$ cat src/rtl/subvec_assembler.sv
// subvec_assembler: rebuilds padded vectors from BUS_WIDTH beats and hands vector+popcount downstream.
// Optional SUBVEC_ASSEMBLER_POPCNT_CHECK_EN adds a running popcount cross-check driving o_Err[1].
module subvec_assembler #(
    parameter int BUS_WIDTH = 128,
    parameter int VECTOR_WIDTH = 920,
    localparam int SUB_VECTOR_NO = (VECTOR_WIDTH + BUS_WIDTH - 1) / BUS_WIDTH,
    localparam int OUTPUT_VECTOR_WIDTH = BUS_WIDTH * SUB_VECTOR_NO,
    localparam int CNT_WIDTH = $clog2(OUTPUT_VECTOR_WIDTH)
) (
    input  logic                           clk,
    input  logic                           rstn,
    input  logic [BUS_WIDTH-1:0]           i_SubVector,
    input  logic                           i_Valid,
    output logic                           o_Ready,
    input  logic [CNT_WIDTH-1:0]           i_Cnt,
    input  logic                           i_CntNew,
    output logic [OUTPUT_VECTOR_WIDTH-1:0] o_Vector,
    output logic [CNT_WIDTH-1:0]           o_Cnt,
    output logic                           o_Valid,
    input  logic                           i_Ready,
    output logic [1:0]                     o_Err
);
    localparam int BI = SUB_VECTOR_NO > 1 ? $clog2(SUB_VECTOR_NO) : 1;

    logic [BI-1:0]                  beat_q, beat_d;
    logic                           seen_q, seen_d, valid_q, valid_d;
    logic [CNT_WIDTH-1:0]           lcnt_q, lcnt_d, ocnt_q, ocnt_d, cap_cnt;
    logic [OUTPUT_VECTOR_WIDTH-1:0] asm_q, asm_d, vec_q, vec_d;
    logic [1:0]                     err_q, err_d;
    logic                           last, in_xfer, fin, cap_seen, mismatch;

    assign last     = beat_q == BI'(SUB_VECTOR_NO - 1);
    assign o_Ready  = !(last && valid_q && !i_Ready);
    assign in_xfer  = i_Valid && o_Ready;
    assign fin      = in_xfer && last;
    // A count arriving on the final beat itself wins over the latched one
    assign cap_seen = i_CntNew || seen_q;
    assign cap_cnt  = i_CntNew ? i_Cnt : lcnt_q;

`ifdef SUBVEC_ASSEMBLER_POPCNT_CHECK_EN
    logic [CNT_WIDTH:0] acc_q, acc_d, beat_pop;
    always_comb begin
        beat_pop = '0;
        for (int j = 0; j < BUS_WIDTH; j++)
            if (int'(beat_q) * BUS_WIDTH + j < VECTOR_WIDTH)
                beat_pop = beat_pop + (CNT_WIDTH+1)'(i_SubVector[j]);
        acc_d    = in_xfer ? (last ? '0 : acc_q + beat_pop) : acc_q;
        mismatch = !cap_seen || (acc_q + beat_pop) != {1'b0, cap_cnt};
    end
    always_ff @(posedge clk)
        acc_q <= !rstn ? '0 : acc_d;
`else
    assign mismatch = 1'b0;
`endif

    always_comb begin
        beat_d  = beat_q;
        asm_d   = asm_q;
        seen_d  = seen_q;
        lcnt_d  = lcnt_q;
        vec_d   = vec_q;
        ocnt_d  = ocnt_q;
        valid_d = valid_q && !i_Ready;
        err_d   = err_q;
        if (in_xfer) begin
            asm_d[int'(beat_q) * BUS_WIDTH +: BUS_WIDTH] = i_SubVector;
            beat_d = last ? '0 : beat_q + 1'b1;
            seen_d = !last && cap_seen;
            lcnt_d = last ? '0 : cap_cnt;
        end
        if (fin) begin
            vec_d   = asm_d;
            ocnt_d  = cap_seen ? cap_cnt : '0;
            valid_d = 1'b1;
            err_d   = err_q | {mismatch, !cap_seen};
        end
    end

    always_ff @(posedge clk) begin
        if (!rstn) begin
            beat_q  <= '0;
            asm_q   <= '0;
            seen_q  <= 1'b0;
            lcnt_q  <= '0;
            vec_q   <= '0;
            ocnt_q  <= '0;
            valid_q <= 1'b0;
            err_q   <= '0;
        end else begin
            beat_q  <= beat_d;
            asm_q   <= asm_d;
            seen_q  <= seen_d;
            lcnt_q  <= lcnt_d;
            vec_q   <= vec_d;
            ocnt_q  <= ocnt_d;
            valid_q <= valid_d;
            err_q   <= err_d;
        end
    end

    assign o_Vector = vec_q;
    assign o_Cnt    = ocnt_q;
    assign o_Valid  = valid_q;
    assign o_Err    = err_q;
endmodule
$ cat config.mk
export PLATFORM = sky130hd
export DESIGN_NAME = subvec_assembler
export DESIGN_NICKNAME = d
export VERILOG_FILES = /design/src/rtl/subvec_assembler.sv
export SDC_FILE = /design/constraint.sdc
export NUM_CORES = 2
export LEC_CHECK = 0
export CORE_AREA = 2 2 459 461
export DETAILED_ROUTE_END_ITERATION = 10
export DIE_AREA = 0 0 461 463
export SYNTH_ARGS = -nofsm -noshare
export SYNTH_HDL_FRONTEND = slang
export SYNTH_SLANG_ARGS = --single-unit
$ cat constraint.sdc
create_clock -name clk -period 5.6 [get_ports clk]
set_input_delay 1.12 -clock clk [delete_from_list [all_inputs] [get_ports clk]]
set_output_delay 1.12 -clock clk [all_outputs]
set_load 0.05 [all_outputs]
Word level (Yosys, flattened, before mapping)
Index checks and enable logic that the tools add are counted.
{"block": "totals", "regBits": 2075, "latchBits": 0, "mem_bits_rw": 0, "romBits": 0, "n_memories": 0}
{"block": "classes", "add_sub_neg": 2, "multipliers": 0, "div": 0, "n_lt_le_gt_ge": 0, "eq_ne": 1, "shift": 2, "mux": 7, "bitwise": 1, "reduce_logical": 11}
{"cell": "bitwise mux 1024 bit", "n": 1}
{"cell": "2-to-1 mux 1024 bit", "n": 1}
{"cell": "variable shift 128 x 33 -> 1024 bit, first input constant", "n": 1}
{"cell": "indexed part select 128 x 33 -> 1024 bit", "n": 1}
{"cell": "negator 10 -> 33 bit", "n": 1}
{"cell": "2-to-1 mux 10 bit", "n": 3}
{"cell": "logical AND 1 bit", "n": 6}
{"cell": "zero test 1 bit", "n": 4}
{"cell": "adder 3 x 1 -> 3 bit, second input constant", "n": 1}
{"cell": "== test 3 bit, second input constant", "n": 1}
{"cell": "2-to-1 mux 3 bit", "n": 1}
{"cell": "bitwise OR 2 x 1 -> 2 bit", "n": 1}
{"cell": "logical OR 1 bit", "n": 1}
{"cell": "2-to-1 mux 1 bit", "n": 1}

Longest topological paths before layout
{"block": "depth", "ltp_word": 7, "mapped_depth": 11, "depth_no_buf": 7}

Least setup slack after synthesis
Ideal clock, no wire load.
{"block": "synth_timing", "path_kind": "input port to output port", "from": "input i_Ready", "to": "output o_Ready", "arrival_time_ps": 1810, "t_required_ps": 4480, "slack_ps": 2670, "path_stages": 4, "path_cell_list": "and3b_1 > buf_4 > inv_2 > buf_2"}
{"block": "synth_via", "elab_chain_len": 3}
{"item": "start: declaration", "line_no": "20", "text": "input logic i_Ready,"}
{"item": "zero test 1 bit", "line_no": "33", "text": "assign o_Ready = !(last && valid_q && !i_Ready);"}
{"item": "logical AND 1 bit", "line_no": "33"}
{"item": "zero test 1 bit", "line_no": "33"}
{"item": "end: declaration", "line_no": "14", "text": "output logic o_Ready,"}
Every way passes these cells.

Worst setup path after layout
{"block": "layout_timing", "from": "register beat_q[0]", "to": "output o_Ready"}
{"block": "layout_via", "elab_chain_len": 4}
{"item": "start: declaration", "line_no": "25", "text": "logic [BI-1:0] beat_q, beat_d;"}
{"item": "start signal: assignment", "line_no": "90", "text": "beat_q <= beat_d;"}
{"item": "== test 3 bit", "line_no": "32", "text": "assign last = beat_q == BI'(SUB_VECTOR_NO - 1);"}
{"item": "logical AND 1 bit (2 in a row)", "line_no": "33"}
{"item": "zero test 1 bit", "line_no": "33"}
Every way passes these cells.

==> impl_metrics.ini <==
[timing]
fin_crit_sh_pct = 89.0
tns_ns = 0
fin_crit_ns = 4.98
hold_viol = 0
finalSetupViolations = 0
rsz0062_at_grt = false
max_clock_freq_ghz = 0.201
finalClockSkew_ns = 0.0499
max_slew_margin_pct = 17.4
tightestPinTransition_ns = 1.24
slew_violations = 0

[placement]
place_congestion = 0.821
hpwl_um = 175000
numPortBuffers = 1179
place_area_sq_mm = 0.0877
dp.cells = 10700

[final_layout]
final_cells = 11100
drive_gt1_share_pct = 8.65
area_growth_syn_to_layout_pct = 28.7
nNetsFinal = 8272
design_area_sq_mm = 0.0947
final_common_cell = dfxtp_1
mostFrequentLayoutCells = 2074 x dfxtp_1, 1177 x clkdlybuf4s50_1, 1150 x o21ai_0

[critical_path]
worstPathArrival_ns = 3.86
cpPeakStageDelay_ns = 0.80
path_max_fanout = 12
crit_buf_inv = 2
path_cells = ha_1 -> ha_1 -> and3b_1 -> inv_2 -> clkdlybuf4s50_1
crit_path_frequent_cell = ha_1
end_kind = output pin
cp_slowest_cell = clkdlybuf4s50_1
worst_ep_required_time_ns = 4.48
worst_setup_path_start_kind = flop
critPathKind = flop to output pin
crit_family = buffers and inverters

[global_route]
grt_pass1_wl_um = 396000
grt_pass1_vias = 57200
grt_util_all_layers_pct = 24.4
grt_max_degree = 204
grt-ovfl-total = 0
grt_antenna_before_repair = 7

[flow_run]
drv_cap = 0

[drt]
wl_per_cell_um = 24.6
drc_errors = 0
wl_um = 273000
drtAntennaViolNets = 0
drt_iter0_drc = 5125
num_vias = 60500
first_pass_iters = 6
vias_per_cell = 5.45

[synth]
synthSimpleGateAreaFrac_pct = 10.7
synth.mux.area_fraction_pct = 1.88
synth_area_leaders = dfxtp_1 56%, o21ai_0 7.8%, nor2b_1 5.6%
synth_adder_area_share_pct = 0.119
netlist.area_leader.share_pct = 56.4
synth-xor-area-share_pct = 0
ys_seq_area_share_pct = 56.4
synth_top_family_by_area = compound AO/OA/AOI/OAI gates
yosys.area.top_type = dfxtp_1
synth_fp_nets = 7504
synth_seq_cells = 2074
yosysWarnings = 0
async_flop_share_pct = 0
synthFlopType = dfxtp_1
synth_area_per_cell_sq_um = 10.0
synthCells = 7354
synth_compound_area_share_pct = 26.3
synth_cell_types = 45
synth_edf_count = 0
syn_area_sq_mm = 0.0736

[floorplan]
row_count = 168
core_area_sq_mm = 0.209
die_area_sq_mm = 0.213
io_pins = 1181
start_util_pct = 35.3
dieHeight_um = 463
fp.dieW_um = 461

[power]
leakagePower_nw = 31.8
cellPowerDensity_mw_per_mm2 = 322
vdd_ir_drop_max_mv = 0.332

[clock_tree]
postCtsSetupRepairBufs = 0
cts_num_sinks = 2074
cts.htree.levels = 4
cts_tree = built
cts_buffer_depth = 3
path_clk_slew_ns = 0.06
cts_buffers = 209
insertion_delay_ns = 0.89
clockRootBuffer = clkbuf_16
ctsHoldBuffers = 0
cts_resized = 0

[worst_hold_path]
hold_path.class = flop to flop

[status]
outcome = complete, no violations
flip-flops by register name, indices dropped and copies added (netlist names):
register and count:
o_Cnt 10, seen_q 1, o_Valid 1, o_Vector 1024
beat_q 3, asm_q 1024, lcnt_q 10, o_Err 1
per-layer routing:
metal	GRT usage, %	wire (um)	up-vias
li1	-	-	28100
met1	31.3	116000	29900
met2	37.9	121000	2039
met3	7.46	23600	424
met4	10.3	12100	0
met5	0	0	-
Yosys cell counts, types with 10 or more instances:
master     count
buf_2        130
o21ai_0     1150
a21boi_1      68
a21oi_1      641
o21ba_2      196
nand2_1       64
buf_12        10
mux2i_1      138
dfxtp_1     2074
a22oi_1      522
clkbuf_1     609
nor2b_1      654
nand4b_1     128
a21boi_0     122
nand4_1      158
and2_1       199
a31oi_1      190
buf_1         32
o2bb2ai_1    206
path summary, 6_finish.rpt:
| check | from | end | slack (ns) | cells after the start |
|---|---|---|---|---|
| max | beat_q[0] | o_Ready | 0.62 | 5 |
| min | asm_q[839] | o_Vector[839] | 0.43 | 2 |
| max reg2reg | beat_q[0] | o_Vector[693] | 1.49 | 8 |
| min reg2reg | asm_q[839] | o_Vector[839] | 0.43 | 2 |
stage by stage:
stage	utilization (%)	setup slack, ns	hold slack [ns]	total power (W)
after CTS	45.4	0.572	0.446	0.0307
after detailed placement	42.1	0.998	0.447	0.0165
final	45.4	0.617	0.433	0.0305
after global placement	42.1	1.01	0.451	0.0165
after floorplan	-	2.67	0.442	0.0159
after global routing	45.4	0.427	0.473	0.0314
power breakdown:
part	internal [W]	leakage [nW]	switching [W]	total, W
Clock	0.00821	3.45	0.00606	0.0143
Combinational	0.000424	11.6	0.000946	0.00137
Sequential	0.0148	16.7	0.0000232	0.0148
Total	0.0235	31.8	0.00703	0.0305
worst reg2reg max path: stages, from the launching register on:
cell and delay (ns):
dfxtp_1 0.57, inv_1 0.21, ha_4 0.82, buf_4 0.75, nand3_1 0.31, nor3_2 0.35
buf_12 0.30, a22oi_1 0.51, a21oi_1 0.18
cell type report:
cell class | count | area [sq um]
Clock buffer | 317 | 6220
Clock inverter | 60 | 801
Sequential cell | 2074 | 41500
Multi-Input combinational cell | 4485 | 28900
Inverter | 5 | 18.8
Antenna cell | 2 | 5.00
Timing Repair Buffer | 1347 | 13800
Fill cell | 19700 | 114000
Tap cell | 2805 | 3510
kinds of logic (layout without fill, tap and decap cells):
group,Yosys count,after routing
flops,2074,2074
fa+ha+maj,7,7
buf+inv,795,1729
simple gates,1235,1235
other cells,1,3
mux,138,138
compound gates,3104,3104
No activity file was read; power rests on OpenSTA's default activity.
